$ cat src/rtl/spi_slave_responder.sv
// spi_slave_responder
//   SPI mode-0 slave used as the far end of the uart2spi SPI master link in loopback and
//   self-test builds. The block receives MSB-first bytes on mosi and returns bytes from a
//   one-entry tx holding register on miso. sck, cs_n and mosi are asynchronous and are
//   oversampled by i_clk, which must run at least 8x the sck rate.
//
// Optional feature macro: SPI_SLAVE_RX_FIFO_EN
//   undefined : rx storage is a single register
//   defined   : rx storage is an RX_FIFO_DEPTH-entry FIFO (power of 2, at least 2)
//
// Ports
//   i_clk       system clock, all logic on the rising edge
//   i_reset     synchronous active-high reset
//   i_sck       SPI clock from master (async)
//   i_cs_n      SPI chip select, active low (async)
//   i_mosi      SPI data master->slave (async)
//   o_miso      SPI data slave->master
//   o_miso_oe   miso output enable, high only while selected
//   i_tx_data   byte to return to the master
//   i_tx_valid  i_tx_data valid
//   o_tx_ready  holding register empty; load on i_tx_valid & o_tx_ready
//   o_rx_data   received byte
//   o_rx_valid  o_rx_data valid, held until accepted
//   i_rx_ready  consumer accepts on o_rx_valid & i_rx_ready
//   o_overrun   1-cycle pulse: received byte dropped, no rx storage free
//   o_underrun  1-cycle pulse: DEFAULT_TX sent because the holding register was empty
module spi_slave_responder #(
    parameter int unsigned SYNC_STAGES   = 2,
    parameter logic [7:0]  DEFAULT_TX    = 8'hFF,
    parameter int unsigned RX_FIFO_DEPTH = 4
) (
    input  logic       i_clk,
    input  logic       i_reset,
    input  logic       i_sck,
    input  logic       i_cs_n,
    input  logic       i_mosi,
    output logic       o_miso,
    output logic       o_miso_oe,
    input  logic [7:0] i_tx_data,
    input  logic       i_tx_valid,
    output logic       o_tx_ready,
    output logic [7:0] o_rx_data,
    output logic       o_rx_valid,
    input  logic       i_rx_ready,
    output logic       o_overrun,
    output logic       o_underrun
);

    localparam logic [1:0] S_IDLE   = 2'd0;
    localparam logic [1:0] S_LOAD   = 2'd1;
    localparam logic [1:0] S_ACTIVE = 2'd2;

    // ------------------------------------------------------------------
    // Input synchronizers plus one history flop for edge detection
    // ------------------------------------------------------------------
    logic [SYNC_STAGES-1:0] r_sck_sync;
    logic [SYNC_STAGES-1:0] r_cs_sync;
    logic [SYNC_STAGES-1:0] r_mosi_sync;
    logic                   r_sck_hist;
    logic                   r_cs_hist;

    always_ff @(posedge i_clk) begin
        if (i_reset) begin
            r_sck_sync  <= '0;
            // Deselected after reset so no phantom frame start is seen.
            r_cs_sync   <= '1;
            r_mosi_sync <= '0;
            r_sck_hist  <= 1'b0;
            r_cs_hist   <= 1'b1;
        end else begin
            r_sck_sync  <= {r_sck_sync[SYNC_STAGES-2:0], i_sck};
            r_cs_sync   <= {r_cs_sync[SYNC_STAGES-2:0], i_cs_n};
            r_mosi_sync <= {r_mosi_sync[SYNC_STAGES-2:0], i_mosi};
            r_sck_hist  <= r_sck_sync[SYNC_STAGES-1];
            r_cs_hist   <= r_cs_sync[SYNC_STAGES-1];
        end
    end

    logic w_sck_s;
    logic w_cs_s;
    logic w_mosi_s;
    logic w_sck_rise;
    logic w_sck_fall;
    logic w_cs_rise;
    logic w_cs_fall;

    assign w_sck_s    = r_sck_sync[SYNC_STAGES-1];
    assign w_cs_s     = r_cs_sync[SYNC_STAGES-1];
    assign w_mosi_s   = r_mosi_sync[SYNC_STAGES-1];
    assign w_sck_rise = w_sck_s & ~r_sck_hist;
    assign w_sck_fall = ~w_sck_s & r_sck_hist;
    assign w_cs_rise  = w_cs_s & ~r_cs_hist;
    assign w_cs_fall  = ~w_cs_s & r_cs_hist;

    // ------------------------------------------------------------------
    // Shift engine FSM
    // ------------------------------------------------------------------
    logic [1:0] r_state;
    logic [2:0] r_bit_cnt;
    logic [6:0] r_shift_tx;   // bits still to be driven after the current miso bit
    logic [6:0] r_shift_rx;   // first seven bits of the byte being received
    logic       r_miso;
    logic       r_miso_oe;
    logic       r_underrun;

    logic [7:0] r_tx_hold;
    logic       r_tx_full;

    logic       w_reload;
    logic [7:0] w_tx_next;
    logic       w_rx_push;
    logic [7:0] w_rx_byte;
    logic       w_rx_pop;

    // A falling sck with bit_cnt==0 in ACTIVE means the 8th bit has just been sampled, so the
    // next byte is fetched; in mode 0 the first edge of a frame is always a rising one.
    assign w_reload  = ~w_cs_rise &
                       ((r_state == S_LOAD) ||
                        ((r_state == S_ACTIVE) && w_sck_fall && (r_bit_cnt == 3'd0)));
    assign w_tx_next = r_tx_full ? r_tx_hold : DEFAULT_TX;
    assign w_rx_push = ~w_cs_rise && (r_state == S_ACTIVE) && w_sck_rise && (r_bit_cnt == 3'd7);
    assign w_rx_byte = {r_shift_rx, w_mosi_s};

    always_ff @(posedge i_clk) begin
        if (i_reset) begin
            r_state    <= S_IDLE;
            r_bit_cnt  <= 3'd0;
            r_shift_tx <= 7'd0;
            r_shift_rx <= 7'd0;
            r_miso     <= 1'b0;
            r_miso_oe  <= 1'b0;
            r_underrun <= 1'b0;
        end else begin
            r_underrun <= 1'b0;
            if (w_cs_rise) begin
                // Deselect from any state: partial rx byte and in-flight tx byte are dropped.
                r_state   <= S_IDLE;
                r_bit_cnt <= 3'd0;
                r_miso    <= 1'b0;
                r_miso_oe <= 1'b0;
            end else begin
                case (r_state)
                    S_IDLE: begin
                        if (w_cs_fall) begin
                            r_state   <= S_LOAD;
                            r_bit_cnt <= 3'd0;
                        end
                    end
                    S_LOAD: begin
                        r_state <= S_ACTIVE;
                    end
                    S_ACTIVE: begin
                        if (w_sck_rise) begin
                            r_shift_rx <= {r_shift_rx[5:0], w_mosi_s};
                            r_bit_cnt  <= r_bit_cnt + 3'd1;
                        end else if (w_sck_fall && (r_bit_cnt != 3'd0)) begin
                            r_miso     <= r_shift_tx[6];
                            r_shift_tx <= {r_shift_tx[5:0], 1'b0};
                        end
                    end
                    default: begin
                        r_state <= S_IDLE;
                    end
                endcase
                if (w_reload) begin
                    r_miso     <= w_tx_next[7];
                    r_shift_tx <= w_tx_next[6:0];
                    r_miso_oe  <= 1'b1;
                    r_underrun <= ~r_tx_full;
                end
            end
        end
    end

    // ------------------------------------------------------------------
    // tx holding register
    // ------------------------------------------------------------------
    always_ff @(posedge i_clk) begin
        if (i_reset) begin
            r_tx_hold <= 8'd0;
            r_tx_full <= 1'b0;
        end else if (w_reload && r_tx_full) begin
            r_tx_full <= 1'b0;
        end else if (i_tx_valid && !r_tx_full) begin
            r_tx_hold <= i_tx_data;
            r_tx_full <= 1'b1;
        end
    end

    // ------------------------------------------------------------------
    // rx storage
    // ------------------------------------------------------------------
    logic r_overrun;

    assign w_rx_pop = o_rx_valid & i_rx_ready;

`ifdef SPI_SLAVE_RX_FIFO_EN
    localparam int unsigned AW = (RX_FIFO_DEPTH > 1) ? $clog2(RX_FIFO_DEPTH) : 1;

    logic [7:0] r_fifo [RX_FIFO_DEPTH];
    logic [AW:0] r_wptr;
    logic [AW:0] r_rptr;
    logic        w_empty;
    logic        w_full;

    assign w_empty = (r_wptr == r_rptr);
    assign w_full  = (r_wptr[AW] != r_rptr[AW]) && (r_wptr[AW-1:0] == r_rptr[AW-1:0]);

    always_ff @(posedge i_clk) begin
        if (i_reset) begin
            r_wptr    <= '0;
            r_rptr    <= '0;
            r_overrun <= 1'b0;
            for (int i = 0; i < RX_FIFO_DEPTH; i++) begin
                r_fifo[i] <= 8'd0;
            end
        end else begin
            r_overrun <= 1'b0;
            if (w_rx_pop) begin
                r_rptr <= r_rptr + 1'b1;
            end
            // A pop in the same cycle frees the slot, so a push at full still succeeds.
            if (w_rx_push) begin
                if (w_full && !w_rx_pop) begin
                    r_overrun <= 1'b1;
                end else begin
                    r_fifo[r_wptr[AW-1:0]] <= w_rx_byte;
                    r_wptr                 <= r_wptr + 1'b1;
                end
            end
        end
    end

    assign o_rx_data  = r_fifo[r_rptr[AW-1:0]];
    assign o_rx_valid = ~w_empty;
`else
    logic [7:0] r_rx_data;
    logic       r_rx_valid;

    always_ff @(posedge i_clk) begin
        if (i_reset) begin
            r_rx_data  <= 8'd0;
            r_rx_valid <= 1'b0;
            r_overrun  <= 1'b0;
        end else begin
            r_overrun <= 1'b0;
            if (w_rx_push) begin
                if (r_rx_valid && !i_rx_ready) begin
                    r_overrun <= 1'b1;
                end else begin
                    // Old byte (if any) is accepted this cycle, new one takes its place.
                    r_rx_data  <= w_rx_byte;
                    r_rx_valid <= 1'b1;
                end
            end else if (w_rx_pop) begin
                r_rx_valid <= 1'b0;
            end
        end
    end

    assign o_rx_data  = r_rx_data;
    assign o_rx_valid = r_rx_valid;
`endif

    assign o_miso     = r_miso;
    assign o_miso_oe  = r_miso_oe;
    assign o_tx_ready = ~r_tx_full;
    assign o_overrun  = r_overrun;
    assign o_underrun = r_underrun;

endmodule

$ cat config.mk
export PLATFORM = sky130hd
export DESIGN_NAME = spi_slave_responder
export DESIGN_NICKNAME = d
export VERILOG_FILES = /design/src/rtl/spi_slave_responder.sv
export SDC_FILE = /design/constraint.sdc
export NUM_CORES = 1
export LEC_CHECK = 0
export ABC_CLOCK_PERIOD_IN_PS = 1700
export CAP_MARGIN = 20
export CORE_UTILIZATION = 47
export DETAILED_ROUTE_END_ITERATION = 6
export GPL_TIMING_DRIVEN = 0
export PLACE_DENSITY = 0.74
export SLEW_MARGIN = 0
export SYNTH_ARGS = -nofsm -noshare
export SYNTH_HDL_FRONTEND = slang
export SYNTH_SLANG_ARGS = --single-unit
export TNS_END_PERCENT = 5
$ cat constraint.sdc
create_clock -name i_clk -period 1.7 [get_ports i_clk]
set_input_delay 0.17 -clock i_clk [delete_from_list [all_inputs] [get_ports i_clk]]
set_output_delay 0.17 -clock i_clk [all_outputs]
set_load 0.05 [all_outputs]
==> flow_summary.ini, run 1 <==
[die]
coreArea_mm2 = 0.003771
die_width_um = 65.45
dieArea_mm2 = 0.004283
initial_utilization_pct = 50.17
die-height_um = 65.45
io_pins = 29
rows = 22

[power_and_ir_drop]
power_frac_clock_pct = 37.8
p_int_uw = 1684
p_per_area_mw_per_mm2 = 909.5
p_leak_uw = 0.0009983
p_sw_uw = 470.2
seq_power_share_pct = 55.3
ir_drop_mv = 0.6682
switching_share_pct = 21.83
p_comb_share_pct = 7.0

[global_routing]
grt_util_met1_pct = 24.24
grt_antenna_before_repair = 0
grtUsageTotal_pct = 18.39
first_global_vias = 1314
grt_use_met2_pct = 27.45
grt_max_degree = 16
top_usage_layer = met2
use_met3_pct = 4.688
grt_pass1_wl_um = 5865
globalRouteOverflowTotal = 0

[cells_and_area]
regArea_um2 = 985.9
fillers = 346
multiInputGateArea_um2 = 892.1
fin_cells = 275
drive_gt1_share_pct = 10.57
diodes = 0
fin_nets = 244
finish.instance_area_mm2 = 0.002369
area_growth_pct = 25.20
fin_util_pct = 62.81

[timing]
layout_min_cycle_time_ns = 1.678
worst_pin_slew_ns = 0.5879
slew_violations = 0
hold_viol_final = 0
worst_slack_ns = 0.02195
fin_crit_sh_pct = 98.71
rsz0062_at_grt = yes
max_freq_ghz = 0.5959
max_slew_margin_pct = 60.54
skew_ns = 0.008740
setup_violations = 0
fin_tns_setup_ns = 0

[critical_path]
cp_max_fo = 8
crit_chain = nand4bb_4 > o21a_4 > or4_1 > a32o_1
required_ns = 1.90
arrival_ns = 1.88
r2r.worst_path.cells = 4
crit_path_end_kind = flop
path_class = reg -> reg
r2r_end = r_shift_tx[1]
cp-start-kind = flop
slowest_stage = or4_1
rrSetupSlack_ns = 0.02
r2r_start = r_sck_sync[1]
critPathMaxStageDelay_ns = 0.43

[cts]
insertion_delay_ns = 0.30
root_buffer = clkbuf_8
cts_tree = yes
clk_pin_slew_ns = 0.09
cts_setup_buffers = 0
numCtsBuffers = 5
cts-htree-levels = 2
postCtsHoldBufs = 0
cts_buffer_depth = 2
numClockSinks = 49

[drt]
wl_um = 3346
drc = 0
via_per_inst = 5.113
first_pass_iters = 4
vias = 1406
wl_per_cell_um = 12.17
drt_iter0_drc = 74
ant_nets = 0

[synthesis]
synth-seq-cells = 49
ys_types = 32
syn_inst = 192
syn-cell-area_mm2 = 0.001892
ys_seq_area_share_pct = 51.85
synthFlopType = dfxtp_1
synth_edf_count = 0
async_reset_ff_share_pct = 0
yosys_warnings = 0
synth.avg_cell_area_um2 = 9.853
syn_nets = 210

[place]
pre_cts_ws_ns = 0.003100
placed_cells = 267
placed_area_mm2 = 0.002223
place_congestion = 0.7119
port_buffers = 27
dp_hpwl_um = 2405

[outcome]
status = finished clean

[hold_path]
hold_path_depth = 2
min_to = r_sck_hist
hp-start = i_reset
hp-class = in -> reg

[flow_run]
drv_cap = 0
-- metrics by stage --
step           hold WS (ns)  total power (uW)
2_1_floorplan        0.2738              1304
3_3_place_gp         0.3952              1363
3_5_place_dp         0.3980              1366
4_1_cts              0.2070              2172
5_1_grt              0.2145              2249
6_report             0.2061              2154
-- synthesized netlist by cell type, drive strengths merged, types with 2 or more instances --
| master | number | share of area [%] |
|---|---|---|
| mux2i | 17 | 9.0 |
| buf | 2 | 0.60 |
| nor2b | 9 | 3.0 |
| ha | 3 | 2.0 |
| or4 | 6 | 2.4 |
| nor2 | 22 | 4.4 |
| o21ai | 2 | 0.53 |
| inv | 2 | 0.40 |
| dfxtp | 49 | 52 |
| nand4b | 2 | 0.93 |
| or2 | 3 | 0.99 |
| clkbuf | 6 | 1.2 |
| a32o | 6 | 3.2 |
| a21oi | 15 | 4.0 |
| nand2 | 21 | 4.2 |
| a21o | 7 | 2.8 |
| nand2b | 7 | 2.3 |
-- registers in the layout, indices dropped and copies added (netlist names), 2 cells and up --
register,cells
o_rx_data,8
r_tx_hold,8
r_shift_rx,7
r_shift_tx,7
r_bit_cnt,3
r_cs_sync,2
r_mosi_sync,2
r_sck_sync,2
r_state,2
-- area by class of cell --
cell class                 instances  share of cell area, %
clock inverter                     2                  1.638
multi-input combinational        132                  37.67
timing repair buffer              27                  11.36
inverter                           3                 0.5283
clock buffer                       6                  3.064
buffer                             8                  1.585
tap                               48                  2.536
sequential                        49                  41.63
-- worst max-delay path, delay by kind of cell, from the launching register on --
| kind | cells | cell delay [ns] |
|---|---|---|
| simple gates | 2 | 0.69 |
| flops | 1 | 0.35 |
| compound gates | 2 | 0.54 |
-- cells by family (layout without fill, tap and decap cells) --
group                    count (synthesis)  count (layout)  synth area share, %
flip-flops                              49              49                51.85
AO/OA/AOI/OAI                           33              33                11.71
buffers and inverters                   11              46                2.381
adder cells (fa/ha/maj)                  3               3                1.984
multiplexers                            17              17                8.995
AND/OR/NAND/NOR                         79              79                23.08
-- metal layers --
metal  up-vias  routed length, um
met3         6                109
met5         -                  0
met2        22               1401
met4         0                 76
li1        742                  -
met1       636               1760
-- cell usage in the layout (no fill, tap or decap), types with 2 or more instances in the layout --
cell type,instances
dfxtp_1,45
clkdlybuf4s50_1,26
nor2_1,22
nand2_1,20
mux2i_1,17
a21oi_1,15
nor2b_1,9
clkbuf_1,7
nand2b_1,7
a21o_1,7
a32o_1,6
clkbuf_8,5
or4_1,4
dfxtp_2,4
or2_2,3
ha_1,3
inv_1,2
or4_4,2
nand4b_1,2
-- how the worst max path moves through the flow --
stage / cells after the start / from / slack [ns] / end
global placement: 4 / r_state[0] / 0.01 / r_shift_tx[1]
floorplan: 5 / r_state[1] / 0.14 / r_shift_tx[1]
finish: 4 / r_sck_sync[1] / 0.02 / r_shift_tx[1]
detailed placement: 5 / r_cs_hist / 0.003 / o_rx_data[3]
global route: 5 / r_cs_hist / -0.08 / o_rx_data[0]
CTS: 6 / r_bit_cnt[0] / 0.003 / r_shift_tx[1]
-- power groups by stage --
| stage | clock (uW) | sequential (uW) | combinational (uW) |
|---|---|---|---|
| final | 814 | 1190 | 150 |
| after global routing | 888 | 1190 | 167 |
| after CTS | 833 | 1190 | 149 |
| after detailed placement | 0 | 1220 | 149 |
| after global placement | 0 | 1220 | 147 |
| after floorplan | 0 | 1220 | 85.6 |
-- repair_timing --
action	4_1_cts	5_1_grt
resized for setup	3	9
setup endpoints to repair	2	22
pin swaps	0	2
No activity file was read; power rests on OpenSTA's default activity.
==> inputs of run 2 (changes only) <==
--- a/config.mk
+++ b/config.mk
@@ -10,7 +10,7 @@
 export CORE_UTILIZATION = 47
 export DETAILED_ROUTE_END_ITERATION = 6
 export GPL_TIMING_DRIVEN = 0
-export PLACE_DENSITY = 0.74
+export PLACE_DENSITY = 0.73
 export SLEW_MARGIN = 0
 export SYNTH_ARGS = -nofsm -noshare
 export SYNTH_HDL_FRONTEND = slang
==> run 2 against run 1 <==
Compared with the run above:
- non-clock buffer count is the same
- global-route usage shrank 0.074 points
- flip-flop and latch count is the same
- utilization shrank 1.1 points
- clock skew shrank 0.0040 ns
- design area shrank 1.7%
- critical path depth grew 1
- worst hold slack gained 0.028 ns
- power shrank 7.6%
- sequential power is essentially flat
- critical path type unchanged
- critical endpoint is now r_shift_tx[5]
==> flow_summary.ini, run 2 (same netlist as run 1, synthesis figures left out) <==
[global_routing]
grt_use_met2_pct = 32.47
grtUsageTotal_pct = 18.32
grt_pass1_wl_um = 5823
first_global_vias = 1338
use_met3_pct = 4.514
globalRouteOverflowTotal = 0
grt_util_met1_pct = 20.52
grt_max_degree = 16
top_usage_layer = met2
grt_antenna_before_repair = 0

[critical_path]
path_class = reg -> reg
required_ns = 1.90
cp-start-kind = flop
cp_max_fo = 9
crit_path_end_kind = flop
arrival_ns = 1.89

[die]
coreArea_mm2 = 0.003771
initial_utilization_pct = 50.17
die-height_um = 65.45
die_width_um = 65.45
dieArea_mm2 = 0.004283
rows = 22
io_pins = 29

[timing]
skew_ns = 0.004748
setup_violations = 0
fin_crit_sh_pct = 99.69
worst_pin_slew_ns = 0.6054
layout_min_cycle_time_ns = 1.695
max_slew_margin_pct = 59.37
hold_viol_final = 0
whs_ns = 0.2344
fin_tns_setup_ns = 0
slew_violations = 0
rsz0062_at_grt = yes
max_freq_ghz = 0.5901

[outcome]
status = finished clean

[place]
port_buffers = 27
place_congestion = 0.7819
dp_hpwl_um = 2700
placed_cells = 267

[drt]
drt_iter0_drc = 49
wl_per_cell_um = 12.95
first_pass_iters = 4
wl_um = 3560
vias = 1436
drc = 0
via_per_inst = 5.222
ant_nets = 0

[cells_and_area]
area_growth_pct = 23.08
final_common_cell = dfxtp_1
mostFrequentLayoutCells = dfxtp_1 (47), clkdlybuf4s50_1 (26), nor2_1 (22)
diodes = 0
drive_gt1_share_pct = 9.251
fin_cells = 275
fin_nets = 244

[cts]
cts_buffer_depth = 2
numClockSinks = 49
postCtsHoldBufs = 0
numCtsBuffers = 5
cts-htree-levels = 2
insertion_delay_ns = 0.30
root_buffer = clkbuf_8
clk_pin_slew_ns = 0.09
cts_tree = yes

[power_and_ir_drop]
p_per_area_mw_per_mm2 = 854.9
p_leak_uw = 0.0009834
ir_drop_mv = 0.5612

[flow_run]
drv_cap = 0

[hold_path]
hp-class = in -> reg
run 2: layout make-up:
cell class,instances,area (um^2)
buffer,8,35.03
clock buffer,5,68.82
clock inverter,3,17.52
fill,308,1443
inverter,3,12.51
multi-input combinational,132,882.1
sequential,49,983.4
tap,48,60.06
timing repair buffer,27,269.0
run 2: worst paths after layout:
kind                                   start       endpoint  slack (ns)  cells past startpoint
worst min-delay path                 i_reset  r_sck_sync[1]        0.23                      2
worst max-delay path              r_state[1]  r_shift_tx[5]       0.005                      5
worst max register to register    r_state[1]  r_shift_tx[5]       0.005                      5
worst min register to register  r_cs_sync[0]   r_cs_sync[1]        0.42                      1
run 2: critical path: stages, from the launching register on:
cell and delay (ns):
dfxtp_1 0.33, buf_4 0.16, nand4bb_4 0.16, o21a_4 0.25
or4_1 0.42, a32o_1 0.28
run 2: report_power, final:
group / internal (uW) / leakage [uW] / total (uW) / switching (uW)
clock network: 284 / 0.0000439 / 653 / 369
logic: 67.8 / 0.000540 / 149 / 81.2
registers: 1170 / 0.000399 / 1190 / 15.7
total: 1530 / 0.000983 / 1990 / 466
run 2: timing repair:
action,in CTS,in global routing
endpoints found under the setup margin,12,21
cloned,0,0
setup buffers,0,0
gates resized for setup,3,4
hold endpoints to repair,0,0
pin swaps,1,2
run 2: metrics by stage:
step | utilization (%) | area [um^2] | setup slack (ns) | total power, uW
after floorplan | - | 1893 | 0.1426 | 1304
after global placement | 58.96 | 2223 | 0.03580 | 1359
after detailed placement | 58.96 | 2223 | -0.02385 | 1365
after CTS | 61.45 | 2317 | -0.04301 | 2008
after global routing | 61.75 | 2328 | -0.03420 | 2078
final | 61.75 | 2328 | 0.005338 | 1991
run 2: layer usage:
metal | routed length (um) | up-vias | part of all wire [%]
met4 | 55 | 0 | 1.5
met5 | 0 | - | 0
met1 | 1560 | 674 | 44
met3 | 114 | 6 | 3.2
met2 | 1831 | 25 | 51
li1 | - | 731 | -
